## config.mk

```make
export PLATFORM = sky130hd
export DESIGN_NAME = regfile_wb_arbiter
export DESIGN_NICKNAME = d
export VERILOG_FILES = /design/src/rtl/regfile_wb_arbiter.sv
export SDC_FILE = /design/constraint.sdc
export NUM_CORES = 1
export LEC_CHECK = 0
export ABC_CLOCK_PERIOD_IN_PS = 2200
export BUFFER_PORTS_ARGS = -buffer_cell sky130_fd_sc_hd__buf_2
export CAP_MARGIN = 20
export CORE_MARGIN = 1
export CORE_UTILIZATION = 25
export CTS_CLUSTER_DIAMETER = 50
export DETAILED_ROUTE_END_ITERATION = 6
export HOLD_SLACK_MARGIN = 0.05
export SKIP_LAST_GASP = 1
export SYNTH_ARGS = -nofsm -noshare
export SYNTH_HDL_FRONTEND = slang
export SYNTH_SLANG_ARGS = --single-unit
```

## constraint.sdc

```tcl
create_clock -name clk -period 2.2 [get_ports clk]
set_input_delay 0.44 -clock clk [delete_from_list [all_inputs] [get_ports clk]]
set_output_delay 0.44 -clock clk [all_outputs]
set_load 0.01 [all_outputs]
```

## src/rtl/regfile_wb_arbiter.sv

```systemverilog
// Register-file write-port owner: initialises all 16 registers after reset, then
// round-robin arbitrates between the ALU (A) and memory-load (B) writeback paths.
module regfile_wb_arbiter #(
  parameter int                DATA_W     = 16,
  parameter logic [DATA_W-1:0] INIT_VALUE = '0,
  parameter bit                ZERO_R0    = 1'b1
) (
  input  logic              clk,
  input  logic              rst,
  input  logic              a_valid,
  input  logic [3:0]        a_reg,
  input  logic [DATA_W-1:0] a_data,
  output logic              a_ready,
  input  logic              b_valid,
  input  logic [3:0]        b_reg,
  input  logic [DATA_W-1:0] b_data,
  output logic              b_ready,
  output logic              rf_WriteReg,
  output logic [3:0]        rf_DstReg,
  output logic [DATA_W-1:0] rf_DstData,
  output logic              init_busy,
  output logic [7:0]        conflict_cnt
);

  typedef enum logic {S_INIT, S_RUN} state_t;

  state_t            state_q, state_d;
  logic [3:0]        cnt_q, cnt_d;
  logic              last_b_q, last_b_d;
  logic              we_q, we_d;
  logic [3:0]        dst_q, dst_d;
  logic [DATA_W-1:0] data_q, data_d;
  logic [7:0]        conf_q, conf_d;
  logic              grant_a, grant_b;

  always_comb begin
    state_d  = state_q;
    cnt_d    = cnt_q;
    last_b_d = last_b_q;
    we_d     = 1'b0;
    dst_d    = dst_q;
    data_d   = data_q;
    conf_d   = conf_q;
    grant_a  = 1'b0;
    grant_b  = 1'b0;

    case (state_q)
      S_INIT: begin
        we_d   = 1'b1;
        dst_d  = cnt_q;
        data_d = INIT_VALUE;
        cnt_d  = cnt_q + 4'd1;
        if (cnt_q == 4'hF) begin
          state_d = S_RUN;
        end
      end
      S_RUN: begin
        // Ready is gated by rst so a request is never acknowledged on a reset edge.
        grant_a = rst && a_valid && (!b_valid || last_b_q);
        grant_b = rst && b_valid && !grant_a;
        if (a_valid && b_valid && conf_q != 8'hFF) begin
          conf_d = conf_q + 8'd1;
        end
        if (grant_a) begin
          dst_d    = a_reg;
          data_d   = a_data;
          we_d     = !(ZERO_R0 && a_reg == 4'd0);
          last_b_d = 1'b0;
        end else if (grant_b) begin
          dst_d    = b_reg;
          data_d   = b_data;
          we_d     = !(ZERO_R0 && b_reg == 4'd0);
          last_b_d = 1'b1;
        end
      end
      default: state_d = S_INIT;
    endcase
  end

  always_ff @(posedge clk) begin
    if (!rst) begin
      state_q  <= S_INIT;
      cnt_q    <= 4'd0;
      last_b_q <= 1'b1;
      we_q     <= 1'b0;
      dst_q    <= 4'd0;
      data_q   <= '0;
      conf_q   <= 8'd0;
    end else begin
      state_q  <= state_d;
      cnt_q    <= cnt_d;
      last_b_q <= last_b_d;
      we_q     <= we_d;
      dst_q    <= dst_d;
      data_q   <= data_d;
      conf_q   <= conf_d;
    end
  end

  assign a_ready      = grant_a;
  assign b_ready      = grant_b;
  assign rf_WriteReg  = we_q;
  assign rf_DstReg    = dst_q;
  assign rf_DstData   = data_q;
  assign init_busy    = (state_q == S_INIT);
  assign conflict_cnt = conf_q;

endmodule

```

== Word-level counts from Yosys, hierarchy flattened ==
Index checks and enable logic that the tools add are counted.
W data, S select, Z words.
Storage, ports and cells
  register bits: 35
  bits of input ports: 44
  output and inout port bits: 32
  logic and storage cells: 44
Cells by class
  add/subtract/negate cells: 2
  equality and inequality tests: 3
  multiplexer cells: 15
  bitwise gates (word level): 1
  reductions and logical operators: 16
Operator list (count)
  $mux W16: 2
  $pmux W16 S2: 1
  $add A8 B1 Y8 const B: 1
  $logic_not A4 Y1: 2
  $mux W1: 8
  $mux W4: 2
  $ne A8 B8 Y1 const B: 1
  $pmux W4 S2: 1
  $logic_and A1 B1 Y1: 6
  $add A4 B1 Y4 const B: 1
  $eq A4 B4 Y1 const B: 1
  $logic_not A1 Y1: 4
  $reduce_and A2 Y1: 2
  $ne A3 B1 Y1 const B: 1
  $pmux W1 S2: 1
  $reduce_bool A2 Y1: 1
  $logic_or A1 B1 Y1: 1
  $not A1 Y1: 1

== Logic depth before layout (Yosys ltp) ==
  depth after elaboration: 8
  gate-level depth with buffers: 6
  gate-level depth less buffers: 5

== Worst setup path after synthesis ==
No wires, ideal clock.
  kind: reg-to-reg
  start: reg conf_q[0], in the netlist conflict_cnt[0]
  end: reg conf_q[5], in the netlist conflict_cnt[5]
  library setup time: 0.071 ns
  arrival time: 1.604 ns
  required time: 2.129 ns
  slack: 0.525 ns
  cell stages (with the launch flop): 6
  buffers on the path: 0
  clock period less this slack: 1.675 ns
  cells stage by stage: dfxtp_1 -> ha_1 -> and3_1 -> a21o_4 -> or4_1 -> a21oi_1
On the way
  word-level cells in the longest chain between the ends: 3
  elaborated cells between the ends (all ways): 4
RTL lines
  start, declared: RTL line 33  | logic [7:0] conf_q, conf_d;
  start signal, assigned: RTL line 96  | conf_q <= conf_d;
  parallel branches: the longest is 3 deep, another holds $add A8 B1 Y8
Parallel ways; which one is timed is not known.
A chain may end at the register's enable or synchronous reset.

== Worst setup path after layout ==
Same ends and word-level chain as after synthesis.

==> impl_metrics.tcl <==
set metrics [dict create \
    status "complete, no violations" \
    grt_max_degree 42 \
    fin_crit_ns 1.71 \
    cts.sinks 35 \
    cp-start-kind "flip-flop" \
    synth_cells 217 \
    mappedNetlistArea_sq_um 1820 \
    finalCritPeriodShare_pct 77.5 \
    rrSetupSlack_ns 0.49 \
    cts_made_buffers 5 \
    drive_gt1_share_pct 32.2 \
    initial_core_util_pct 26.3 \
    antenna_found_initial 0 \
    crit_path_start "conflict_cnt[0]" \
    hold_slack_ns 0.440 \
    synth_compound_area_share_pct 28.9 \
    finalInstanceArea_sq_um 2380 \
    clk_pin_slew_ns 0.07 \
    multi_input_area_sq_um 1030 \
    crit_end "conflict_cnt[5]" \
    cts_setup_buffers 0 \
    track_usage_pct 14.0 \
    syn_area_per_cell_sq_um 8.38 \
    finClkSkew_ns 0.00483 \
    drtIter0Drc 71 \
    cp_data_required_time_ns 2.41 \
    rr_startpoint "conflict_cnt[0]" \
    power.density_nw_per_um2 524 \
    maxCapViolations 0 \
    n_antenna_cell 0 \
    synth_top_family_by_area "compound AO/OA/AOI/OAI gates" \
    drtPass1Iterations 4 \
    clk_latency_ns 0.28 \
    hold_viol 0 \
    cp_max_fo 6 \
    tns_ns 0 \
    max_freq_mhz 586 \
    rr_worst_depth 5 \
    setup_viol 0 \
    ios 76 \
    synth_seq_cells 35 \
    power_frac_seq_pct 52.0 \
    io_buffer_count 75 \
    fillCellCount 763 \
    slew_headroom_pct 61.9 \
    dieWidth_um 87.3 \
    cts_htree_levels 2 \
    tightest_slew_ns 0.557 \
    gr-total-overflow 0 \
    vias 1772 \
    leakage_nw 0.965 \
    die_h_um 87.3 \
    synth_cell_types 34 \
    hold_path_class "primary input to flip-flop" \
    syn_nets 263 \
    internal_power_w 0.000959 \
    cts_root_buf "clkbuf_8" \
    yosysWarnings 0 \
    crit_type "flip-flop to flip-flop" \
    power_w 0.00125 \
    synth-simple-area-share_pct 22.4 \
    p_comb_share_pct 10.3 \
    fp.dieArea_sq_um 7620 \
    synth-seq-area-share_pct 38.5 \
    nNetsFinal 335 \
    slowest_stage "or4_1" \
    wl_per_cell_um 13.2 \
    clk_path_buf_depth 2 \
    vias_per_cell 4.60 \
    regArea_sq_um 701 \
    synthToLayoutAreaGrowth_pct 31.0 \
    grt_setup_unrepaired "no" \
    slew_violations 0 \
    synth_xor_area_share_pct 2.89 \
    holdBufCountCts 0 \
    place_area_sq_um 2300 \
    synthMuxAreaShare_pct 1.10 \
    grt_pass1_wl_um 8250 \
    globalplace.congestion 0.749 \
    ant_nets 0 \
    setup.worst_path.end_class "flip-flop" \
    power.share.switching_pct 23.2 \
    p_clk_share_pct 37.7 \
    crit_chain "ha_1, and3_1, a21o_4, or4_1, a21oi_1" \
    rows 30 \
    grt_pass1_vias 1693 \
    core_sq_um 6910 \
    drc 0 \
    reg2reg_to "conflict_cnt[5]" \
    dpl.hpwl_um 3680 \
    cpPeakStageDelay_ns 0.46 \
    synthAdderAreaFrac_pct 1.38 \
    ir_drop_uv 257 \
    cts_tree "done" \
    switching_power_w 0.000290 \
    cts-resized-gates 0 \
    arrival_ns 1.92 \
    wirelength_um 5080 \
]
## synth_stat cells
library cell	n	share of area (%)
nor3b_1	21	8.7
and4_2	1	0.55
or4_1	3	1.2
and2_1	3	1.0
inv_1	3	0.62
nor2b_1	5	1.7
a21boi_0	14	5.8
o21ai_0	22	6.1
nor3_1	1	0.27
nand3_2	1	0.55
a21oi_1	12	3.3
xor2_1	1	0.48
buf_2	5	1.4
o211ai_1	2	0.83
a22oi_1	2	0.83
a2111oi_0	1	0.48
a21o_4	1	0.83
nor2_1	8	1.7
a211oi_1	1	0.41
a31oi_1	1	0.34
nand2_1	20	4.1
ha_1	2	1.4
clkbuf_1	11	2.3
o31ai_1	2	0.83
dfxtp_1	35	39
and3_1	2	0.69
clkinv_1	1	0.21
buf_4	1	0.41
mux2i_1	2	1.1
nand3_1	5	1.4
xnor2_1	5	2.4
nor4b_1	1	0.48
o21a_1	20	8.3
o41ai_1	2	0.96
## kinds of logic (layout without fill, tap and decap cells)
kind of cell | Yosys count | after routing
xor+xnor | 6 | 6
mux | 2 | 2
compound gates | 80 | 80
fa+ha+maj | 2 | 2
buf+inv | 21 | 93
simple gates | 71 | 71
flops | 35 | 35
## through the flow
step / utilization, % / instances / setup WS [ns]
2_1_floorplan: - / 217 / 0.525
3_5_place_dp: 33.2 / 378 / 0.486
3_3_place_gp: 33.2 / 378 / 0.524
5_1_grt: 34.5 / 385 / 0.403
6_report: 34.5 / 385 / 0.495
4_1_cts: 34.5 / 385 / 0.484
## power by group through the flow
stage               sequential [W]  combinational, W  clock, W
detailed placement        0.000664          0.000129         0
floorplan                 0.000664         0.0000677         0
CTS                       0.000649          0.000130  0.000489
finish                    0.000649          0.000129  0.000471
global route              0.000650          0.000145  0.000527
global placement          0.000664          0.000128         0
## worst min path at each step
stage,from,end,slack (ns),cells after the start
detailed placement,rf_DstData[0],rf_DstData[0],0.45,2
CTS,rst,last_b_q,0.44,2
global placement,rf_DstData[0],rf_DstData[0],0.44,2
floorplan,cnt_q[2],state_q,0.47,2
finish,rst,last_b_q,0.44,2
global route,rst,last_b_q,0.46,2
## cells in the final DEF, fill, tap and decap left out, drive strengths merged, types with 2 or more instances in the layout
cell type	count
nor2b	5
o31ai	2
nor3b	21
o211ai	2
inv	3
buf	82
a22oi	2
ha	2
and2	3
clkinv	2
xnor2	5
a21oi	12
dfxtp	35
o41ai	2
and3	2
a21boi	14
nand3	6
nand2	20
o21ai	22
nor2	8
clkbuf	6
o21a	20
mux2i	2
or4	3
## metal layers
metal	up-vias	share of wire, %	global-route usage, %	wire length [um]
met5	-	0	0	0
met2	54	44	22.3	2210
met4	0	0.67	4.17	34
li1	916	-	-	-
met3	4	5.6	3.60	286
met1	798	50	18.5	2550
## state kept, by name, summed over array words and instances, names as in the netlist
register and cells:
cnt_q 4, conflict_cnt 8, last_b_q 1, rf_DstData 16, rf_DstReg 4, rf_WriteReg 1, state_q 1
## cell type report
cell class,instances,share of cell area (%)
Inverter,4,0.630
Clock inverter,1,0.210
Timing Repair Buffer,82,18.0
Tap cell,96,5.04
Sequential cell,35,29.4
Multi-Input combinational cell,161,43.3
Clock buffer,6,3.46
## worst max-delay path: cells and delay by family (launching register included)
family | cells | cell delay, ns
fa+ha+maj | 1 | 0.23
flops | 1 | 0.34
simple gates | 2 | 0.68
compound gates | 2 | 0.39
(Power assumes the default switching activity.)
